===== config.mk =====
export PLATFORM = sky130hd
export DESIGN_NAME = uart_rx_code_loader_flat
export DESIGN_NICKNAME = d
export VERILOG_FILES = /design/src/rtl/uart_rx_code_loader_if.sv /design/src/rtl/uart_rx_code_loader.sv /design/src/flat_wrapper.sv
export SDC_FILE = /design/constraint.sdc
export NUM_CORES = 1
export LEC_CHECK = 0
export ABC_AREA = 0
export CAP_MARGIN = 20
export CORE_MARGIN = 2
export CORE_UTILIZATION = 35
export CTS_BUF_LIST = sky130_fd_sc_hd__clkbuf_8
export DETAILED_ROUTE_END_ITERATION = 7
export PLACE_DENSITY_LB_ADDON = 0.15
export SLEW_MARGIN = 10
export SYNTH_ARGS = -nofsm -noshare
export SYNTH_HDL_FRONTEND = slang
export SYNTH_SLANG_ARGS = --single-unit

===== constraint.sdc =====
create_clock -name clk -period 2.5 [get_ports clk]
set_input_delay 0.625 -clock clk [delete_from_list [all_inputs] [get_ports clk]]
set_output_delay 0.625 -clock clk [all_outputs]
set_load 0.005 [all_outputs]

===== src/rtl/uart_rx_code_loader_if.sv =====
// ---------------------------------------------------------------------------
// uart_rx_code_loader_if
// Code-memory write bus driven by the UART code loader.
//   write_enable_to_mem : single-cycle write strobe
//   address_to_mem      : word address, valid with the strobe and held after
//   data_to_mem         : word data, valid with the strobe and held after
// Modports: master (loader side, drives the bus), slave (memory side).
// ---------------------------------------------------------------------------
interface uart_rx_code_loader_if #(
   parameter int ADDR_W = 6,
   parameter int DATA_W = 16
);
   logic              write_enable_to_mem;
   logic [ADDR_W-1:0] address_to_mem;
   logic [DATA_W-1:0] data_to_mem;

   modport master (
      output write_enable_to_mem,
      output address_to_mem,
      output data_to_mem
   );

   modport slave (
      input write_enable_to_mem,
      input address_to_mem,
      input data_to_mem
   );
endinterface


===== src/rtl/uart_rx_code_loader.sv =====
// ---------------------------------------------------------------------------
// uart_rx_code_loader
// Receives the program image over a UART line (8N1), packs byte pairs
// big-endian into 16-bit words and writes them to consecutive code-memory
// addresses starting at 0. After WORD_COUNT words load_done rises and stays
// high; later frames are still checked but never written.
//
// Ports:
//   clk          : system clock
//   reset        : asynchronous, active-low reset
//   uart_rx      : serial input, idle high, asynchronous to clk
//   mem          : code-memory write bus (uart_rx_code_loader_if.master)
//   load_done    : sticky, all WORD_COUNT words written
//   frame_err    : sticky, at least one bad frame seen
//   words_loaded : number of words written so far
//
// Build option: define PARITY_EN for 8E1 frames (even parity bit checked
// between the data bits and the stop bit; a mismatch counts as a bad frame).
// ---------------------------------------------------------------------------
module uart_rx_code_loader #(
   parameter int CLKS_PER_BIT = 868,
   parameter int ADDR_W       = 6,
   parameter int DATA_W       = 16,
   parameter int WORD_COUNT   = 64
) (
   input  logic                        clk,
   input  logic                        reset,
   input  logic                        uart_rx,
   uart_rx_code_loader_if.master       mem,
   output logic                        load_done,
   output logic                        frame_err,
   output logic [ADDR_W:0]             words_loaded
);

   localparam int CNT_W = $clog2(CLKS_PER_BIT);
   localparam logic [CNT_W-1:0] CNT_HALF = CNT_W'(CLKS_PER_BIT / 2 - 1);
   localparam logic [CNT_W-1:0] CNT_FULL = CNT_W'(CLKS_PER_BIT - 1);

`ifdef PARITY_EN
   typedef enum logic [2:0] {S_IDLE, S_START, S_DATA, S_PAR, S_STOP} state_t;
`else
   typedef enum logic [2:0] {S_IDLE, S_START, S_DATA, S_STOP} state_t;
`endif

   state_t              state_q, state_d;
   logic                rx_meta_q, rx_sync_q;
   logic [CNT_W-1:0]    cnt_q, cnt_d;
   logic [2:0]          bit_idx_q, bit_idx_d;
   logic [7:0]          shift_q, shift_d;
   logic [7:0]          hi_byte_q, hi_byte_d;
   logic                hi_phase_q, hi_phase_d;
   logic                we_q, we_d;
   logic [ADDR_W-1:0]   addr_q, addr_d;
   logic [DATA_W-1:0]   data_q, data_d;
   logic [ADDR_W:0]     words_q, words_d;
   logic                done_q, done_d;
   logic                ferr_q, ferr_d;
`ifdef PARITY_EN
   logic                par_err_q, par_err_d;
`endif

   logic                cnt_zero;
   logic                byte_ok;
   logic                byte_bad;
   logic [ADDR_W:0]     words_inc;

   assign cnt_zero  = (cnt_q == '0);
   assign words_inc = words_q + 1'b1;

   // State and datapath registers; the synchroniser idles high like the line.
   always_ff @(posedge clk or negedge reset) begin
      if (!reset) begin
         state_q    <= S_IDLE;
         rx_meta_q  <= 1'b1;
         rx_sync_q  <= 1'b1;
         cnt_q      <= '0;
         bit_idx_q  <= '0;
         shift_q    <= '0;
         hi_byte_q  <= '0;
         hi_phase_q <= 1'b1;
         we_q       <= 1'b0;
         addr_q     <= '0;
         data_q     <= '0;
         words_q    <= '0;
         done_q     <= 1'b0;
         ferr_q     <= 1'b0;
`ifdef PARITY_EN
         par_err_q  <= 1'b0;
`endif
      end else begin
         state_q    <= state_d;
         rx_meta_q  <= uart_rx;
         rx_sync_q  <= rx_meta_q;
         cnt_q      <= cnt_d;
         bit_idx_q  <= bit_idx_d;
         shift_q    <= shift_d;
         hi_byte_q  <= hi_byte_d;
         hi_phase_q <= hi_phase_d;
         we_q       <= we_d;
         addr_q     <= addr_d;
         data_q     <= data_d;
         words_q    <= words_d;
         done_q     <= done_d;
         ferr_q     <= ferr_d;
`ifdef PARITY_EN
         par_err_q  <= par_err_d;
`endif
      end
   end

   // Next-state logic.
   always_comb begin
      state_d = state_q;
      case (state_q)
         S_IDLE:  if (!rx_sync_q) state_d = S_START;
         // A start bit that is high again at mid-bit was a glitch.
         S_START: if (cnt_zero) state_d = rx_sync_q ? S_IDLE : S_DATA;
`ifdef PARITY_EN
         S_DATA:  if (cnt_zero && bit_idx_q == 3'd7) state_d = S_PAR;
         S_PAR:   if (cnt_zero) state_d = S_STOP;
`else
         S_DATA:  if (cnt_zero && bit_idx_q == 3'd7) state_d = S_STOP;
`endif
         // Leave right after the mid-bit sample so a start bit that follows
         // immediately is still caught.
         S_STOP:  if (cnt_zero) state_d = S_IDLE;
         default: state_d = S_IDLE;
      endcase
   end

   // Bit timing, deserialiser and word assembly.
   always_comb begin
      cnt_d      = cnt_q;
      bit_idx_d  = bit_idx_q;
      shift_d    = shift_q;
      hi_byte_d  = hi_byte_q;
      hi_phase_d = hi_phase_q;
      we_d       = 1'b0;
      addr_d     = addr_q;
      data_d     = data_q;
      words_d    = words_q;
      done_d     = done_q;
      ferr_d     = ferr_q;
      byte_ok    = 1'b0;
      byte_bad   = 1'b0;
`ifdef PARITY_EN
      par_err_d  = par_err_q;
`endif

      case (state_q)
         S_IDLE: begin
            cnt_d = CNT_HALF;
`ifdef PARITY_EN
            par_err_d = 1'b0;
`endif
         end
         S_START: begin
            if (cnt_zero) begin
               cnt_d     = CNT_FULL;
               bit_idx_d = '0;
            end else begin
               cnt_d = cnt_q - 1'b1;
            end
         end
         S_DATA: begin
            if (cnt_zero) begin
               cnt_d     = CNT_FULL;
               shift_d   = {rx_sync_q, shift_q[7:1]};   // LSB arrives first
               bit_idx_d = bit_idx_q + 3'd1;
            end else begin
               cnt_d = cnt_q - 1'b1;
            end
         end
`ifdef PARITY_EN
         S_PAR: begin
            if (cnt_zero) begin
               cnt_d     = CNT_FULL;
               par_err_d = rx_sync_q ^ (^shift_q);      // even parity
            end else begin
               cnt_d = cnt_q - 1'b1;
            end
         end
`endif
         S_STOP: begin
            if (cnt_zero) begin
`ifdef PARITY_EN
               byte_ok  = rx_sync_q && !par_err_q;
`else
               byte_ok  = rx_sync_q;
`endif
               byte_bad = !byte_ok;
            end else begin
               cnt_d = cnt_q - 1'b1;
            end
         end
         default: cnt_d = '0;
      endcase

      // A bad frame also drops a half-assembled word.
      if (byte_bad) begin
         ferr_d     = 1'b1;
         hi_phase_d = 1'b1;
      end else if (byte_ok && !done_q) begin
         if (hi_phase_q) begin
            hi_byte_d  = shift_q;
            hi_phase_d = 1'b0;
         end else begin
            we_d       = 1'b1;
            addr_d     = words_q[ADDR_W-1:0];
            data_d     = {hi_byte_q, shift_q};
            words_d    = words_inc;
            hi_phase_d = 1'b1;
            if (words_inc == (ADDR_W+1)'(WORD_COUNT)) done_d = 1'b1;
         end
      end
   end

   // Outputs straight from registers.
   always_comb begin
      mem.write_enable_to_mem = we_q;
      mem.address_to_mem      = addr_q;
      mem.data_to_mem         = data_q;
      load_done               = done_q;
      frame_err               = ferr_q;
      words_loaded            = words_q;
   end

endmodule


===== src/flat_wrapper.sv =====
// flat-port wrapper written by rule: the top's interface ports become plain ports
module uart_rx_code_loader_flat 
#(
   parameter int CLKS_PER_BIT = 868,
   parameter int ADDR_W       = 6,
   parameter int DATA_W       = 16,
   parameter int WORD_COUNT   = 64
)
  (clk, reset, uart_rx, load_done, frame_err, words_loaded, mem_write_enable_to_mem, mem_address_to_mem, mem_data_to_mem);
  uart_rx_code_loader_if #(.ADDR_W(ADDR_W), .DATA_W(DATA_W)) mem_i ();
  input  logic clk;
  input  logic reset;
  input  logic uart_rx;
  output logic load_done;
  output logic frame_err;
  output logic [ADDR_W:0] words_loaded;
  output wire logic [$bits(mem_i.write_enable_to_mem)-1:0] mem_write_enable_to_mem;
  output wire logic [$bits(mem_i.address_to_mem)-1:0] mem_address_to_mem;
  output wire logic [$bits(mem_i.data_to_mem)-1:0] mem_data_to_mem;
  assign mem_write_enable_to_mem = mem_i.write_enable_to_mem;
  assign mem_address_to_mem = mem_i.address_to_mem;
  assign mem_data_to_mem = mem_i.data_to_mem;
  uart_rx_code_loader #(.CLKS_PER_BIT(CLKS_PER_BIT), .ADDR_W(ADDR_W), .DATA_W(DATA_W), .WORD_COUNT(WORD_COUNT)) u_core (.clk(clk), .reset(reset), .uart_rx(uart_rx), .mem(mem_i), .load_done(load_done), .frame_err(frame_err), .words_loaded(words_loaded));
endmodule

==> key figures <==
Setup path
  – Critical path fanouts, max: 7
  – Cells along the critical path: inv_1 > ha_1 > or4b_1 > nor4_1 > buf_4 > a31oi_1 > a41oi_1
  – Worst setup EP type: register
  – Setup slack, reg-to-reg: 230 ps
  – CP Class: register to register
  – CP arrival: 2530 ps
  – Crit-path max cell delay: 630 ps
  – Worst path slowest cell: or4b_1
  – Crit-path leading delay family: simple AND/OR/NAND/NOR gates
  – WP data required: 2750 ps
  – Buf+Inv Stages, Crit Path: 2
  – Setup crit start kind: register
  – Worst reg2reg path startpoint: u_core.cnt_q[0]$_DFFE_PN0P_
  – Critical R2R Capture: u_core.state_q[1]$_DFFE_PN0P_
  – R2R cell count: 7

Synth
  – Ys async rst share: 100%
  – Cell taking the most area after synthesis: dfrtp_1
  – Top FF cell, synth: dfrtp_1
  – Post-Synthesis Cells: 300
  – Post-synth EDFFs: 0
  – Syn Nets: 313
  – Sequential fraction of the synthesis area: 53.2%
  – Yosys top cell area share: 50.7%
  – Synthesized cell area: 3110 µm²
  – Yosys reg bits: 66
  – Leading cell types by total area after synthesis: dfrtp_1 (51%), nand2_1 (9.7%), ha_1 (4.0%), mux2_4 (3.9%), mux2_2 (2.9%)
  – Yosys warning total: 0
  – Mean post-synth cell area: 10.4 µm²
  – Synth unique cells: 56

Detailed routing
  – DRT Pass-1 Iters: 4
  – Routed WL: 6.48 mm
  – DRC errors left: 0
  – Iteration-0 DRC Markers: 142
  – Via density: 5.04
  – Via count: 2,298
  – Routed Antenna Nets: 0
  – Routed length per instance: 14.2 µm

Clocking
  – Clock Latency Late Sink: 340 ps
  – # clock sinks: 66
  – Resized cells post-CTS: 0
  – Worst-path clk slew: 80 ps
  – Num CTS Buffers: 9
  – TritonCTS clock tree: built
  – Buffer count from post-CTS setup fixing: 0
  – Root Driver: clkbuf_8
  – Clock buffer depth: 2
  – H-tree level count: 3
  – Post-CTS Hold Fix Bufs: 0

Floorplan
  – Chip width: 98.3 µm
  – Die area: 9650 µm²
  – Starting Density: 35.8%
  – Core footprint: 8680 µm²
  – Site Rows: 34
  – Height of the die: 98.3 µm
  – Ports: 35

Timing
  – Slew @ Worst Pin: 414 ps
  – Final setup viols: 0
  – Worst rel slew slack: 72.3%
  – Final Hold Fails: 0
  – Max Slew Vio Count: 0
  – Final worst path period share: 90.9%
  – RSZ-0062 raised after global routing: no
  – Max Clk Rate: 440 MHz
  – Post-layout min period: 2270 ps
  – Clock skew: 9.68 ps
  – Final setup margin: 228 ps
  – Setup TNS: 0 ps

Power and ir drop
  – Comb pwr share: 1.4%
  – Pint: 1430 µW
  – Fraction of power consumed by sequential logic: 57.2%
  – Clock share of power: 41.4%
  – Peak VDD IR: 0.000353 V
  – Switching share of power: 23.5%
  – Leak: 0.00183 µW
  – Pwr Density: 495 nW/µm²
  – Net switching power: 440 µW

Placement
  – HPWL Detailed: 4.45 mm
  – Pre-CTS WS: 253 ps
  – GP Congestion: 0.794
  – Buffers on Ports: 34

Global route
  – First-pass GRT wire length: 11.4 mm
  – Initial antenna violation count: 0
  – Largest net degree at the start of global routing: 67
  – Number of global-route vias before repair: 2,295
  – GRT Total Usage: 14.8%
  – Global route overflow: 0

Finish
  – Antenna diodes: 0
  – Multi-input gate area: 1370 µm²
  – Synthesis-to-layout area growth: 21.8%
  – Register area: 1660 µm²
  – Fillers: 845
  – Layout cells sized above 1: 14.4%
  – Layout Nets: 356

Run status
  – Status: completed

Hold path
  – Worst min path class: input pin to asynchronous set/reset pin

Flow run
  – Total of max-cap violations: 0
-- synthesized netlist by cell type, types with 2 or more instances --
cell type and n:
a22oi_1 2, or3_1 2, nand3_1 6, nand2b_1 3, dfrtp_1 63, nand2_1 80
nand4_1 5, o21a_1 2, a31oi_1 4, nor4_1 4, a21o_1 2, clkbuf_1 9
nor3_1 5, nor2b_1 2, mux2_4 8, xor2_1 4, buf_2 2, o2bb2ai_1 3
mux2_2 8, dfstp_2 3, o22ai_1 3, o21ai_0 5, nor2_1 13, inv_1 10
a21oi_1 6, ha_1 10, or4_1 2, xnor2_1 6
-- cell type report --
type | count | share of cell area, %
Clock inverter | 7 | 1.22
Timing Repair Buffer | 43 | 11.0
Clock buffer | 9 | 3.27
Inverter | 10 | 0.991
Multi-Input combinational cell | 213 | 36.3
Tap cell | 108 | 3.57
Sequential cell | 66 | 43.7
-- state kept, by name, summed over array words and instances, names as in the netlist, 2 cells and up --
| signal | count |
|---|---|
| u_core.mem.address_to_mem | 6 |
| u_core.mem.data_to_mem | 16 |
| u_core.state_q | 2 |
| u_core.shift_q | 8 |
| u_core.hi_byte_q | 8 |
| u_core.bit_idx_q | 3 |
| u_core.cnt_q | 10 |
| u_core.words_loaded | 7 |
-- per-stage QoR --
stage	util [%]	total power, µW	instances	hold WS (ps)	cell area (µm²)
floorplan	-	1090	300	329	3110
global placement	41.7	1120	440	346	3620
detailed placement	41.7	1120	440	351	3620
CTS	43.6	1910	456	299	3790
global route	43.6	1960	456	307	3790
finish	43.6	1870	456	271	3790
-- cell families (layout without fill, tap and decap cells) --
logic type | Yosys count | in the layout | synth area share, %
AND/OR/NAND/NOR | 135 | 135 | 20.8
flip-flops | 66 | 66 | 53.2
AO/OA/AOI/OAI | 41 | 41 | 9.46
buffers and inverters | 21 | 69 | 2.62
multiplexers | 17 | 17 | 7.08
adder cells (fa/ha/maj) | 10 | 10 | 4.02
XOR/XNOR | 10 | 10 | 2.82
-- cell usage in the layout, fill, tap and decap left out, drive strengths merged, types with 4 or more instances in the layout --
cell type,count
nand4,5
o21ai,5
clkbuf,9
dfrtp,63
xor2,4
xnor2,6
mux2,16
ha,10
nand2,81
a31oi,4
inv,12
nor4,4
a21oi,6
nor2,14
nor3,6
clkdlybuf4s50,33
buf,10
nand3,6
-- layer usage --
layer	track usage, %	share of wire, %
met1	20.6	49
met2	22.1	45
met3	4.87	4.8
met4	4.43	0.82
met5	0	0
-- how the worst max path moves through the flow --
stage / from / end / depth (start not counted)
2_1_floorplan: u_core.cnt_q[0]$_DFFE_PN0P_ / u_core.shift_q[0]$_DFFE_PN0P_ / 7
3_3_place_gp: u_core.cnt_q[0]$_DFFE_PN0P_ / u_core.state_q[1]$_DFFE_PN0P_ / 7
3_5_place_dp: u_core.cnt_q[0]$_DFFE_PN0P_ / u_core.state_q[1]$_DFFE_PN0P_ / 7
4_1_cts: u_core.cnt_q[0]$_DFFE_PN0P_ / u_core.state_q[1]$_DFFE_PN0P_ / 7
5_1_grt: u_core.cnt_q[0]$_DFFE_PN0P_ / u_core.hi_byte_q[0]$_DFFE_PN0P_ / 6
6_report: u_core.cnt_q[0]$_DFFE_PN0P_ / u_core.state_q[1]$_DFFE_PN0P_ / 7
-- power groups by stage --
stage | Combinational, µW | Sequential, µW | Clock (µW)
finish | 26.3 | 1070 | 775
global route | 31.6 | 1070 | 860
CTS | 29.0 | 1070 | 811
detailed placement | 28.9 | 1090 | 0
global placement | 29.0 | 1090 | 0
floorplan | 0.313 | 1090 | 0
Power figures use the tool's default switching activity.
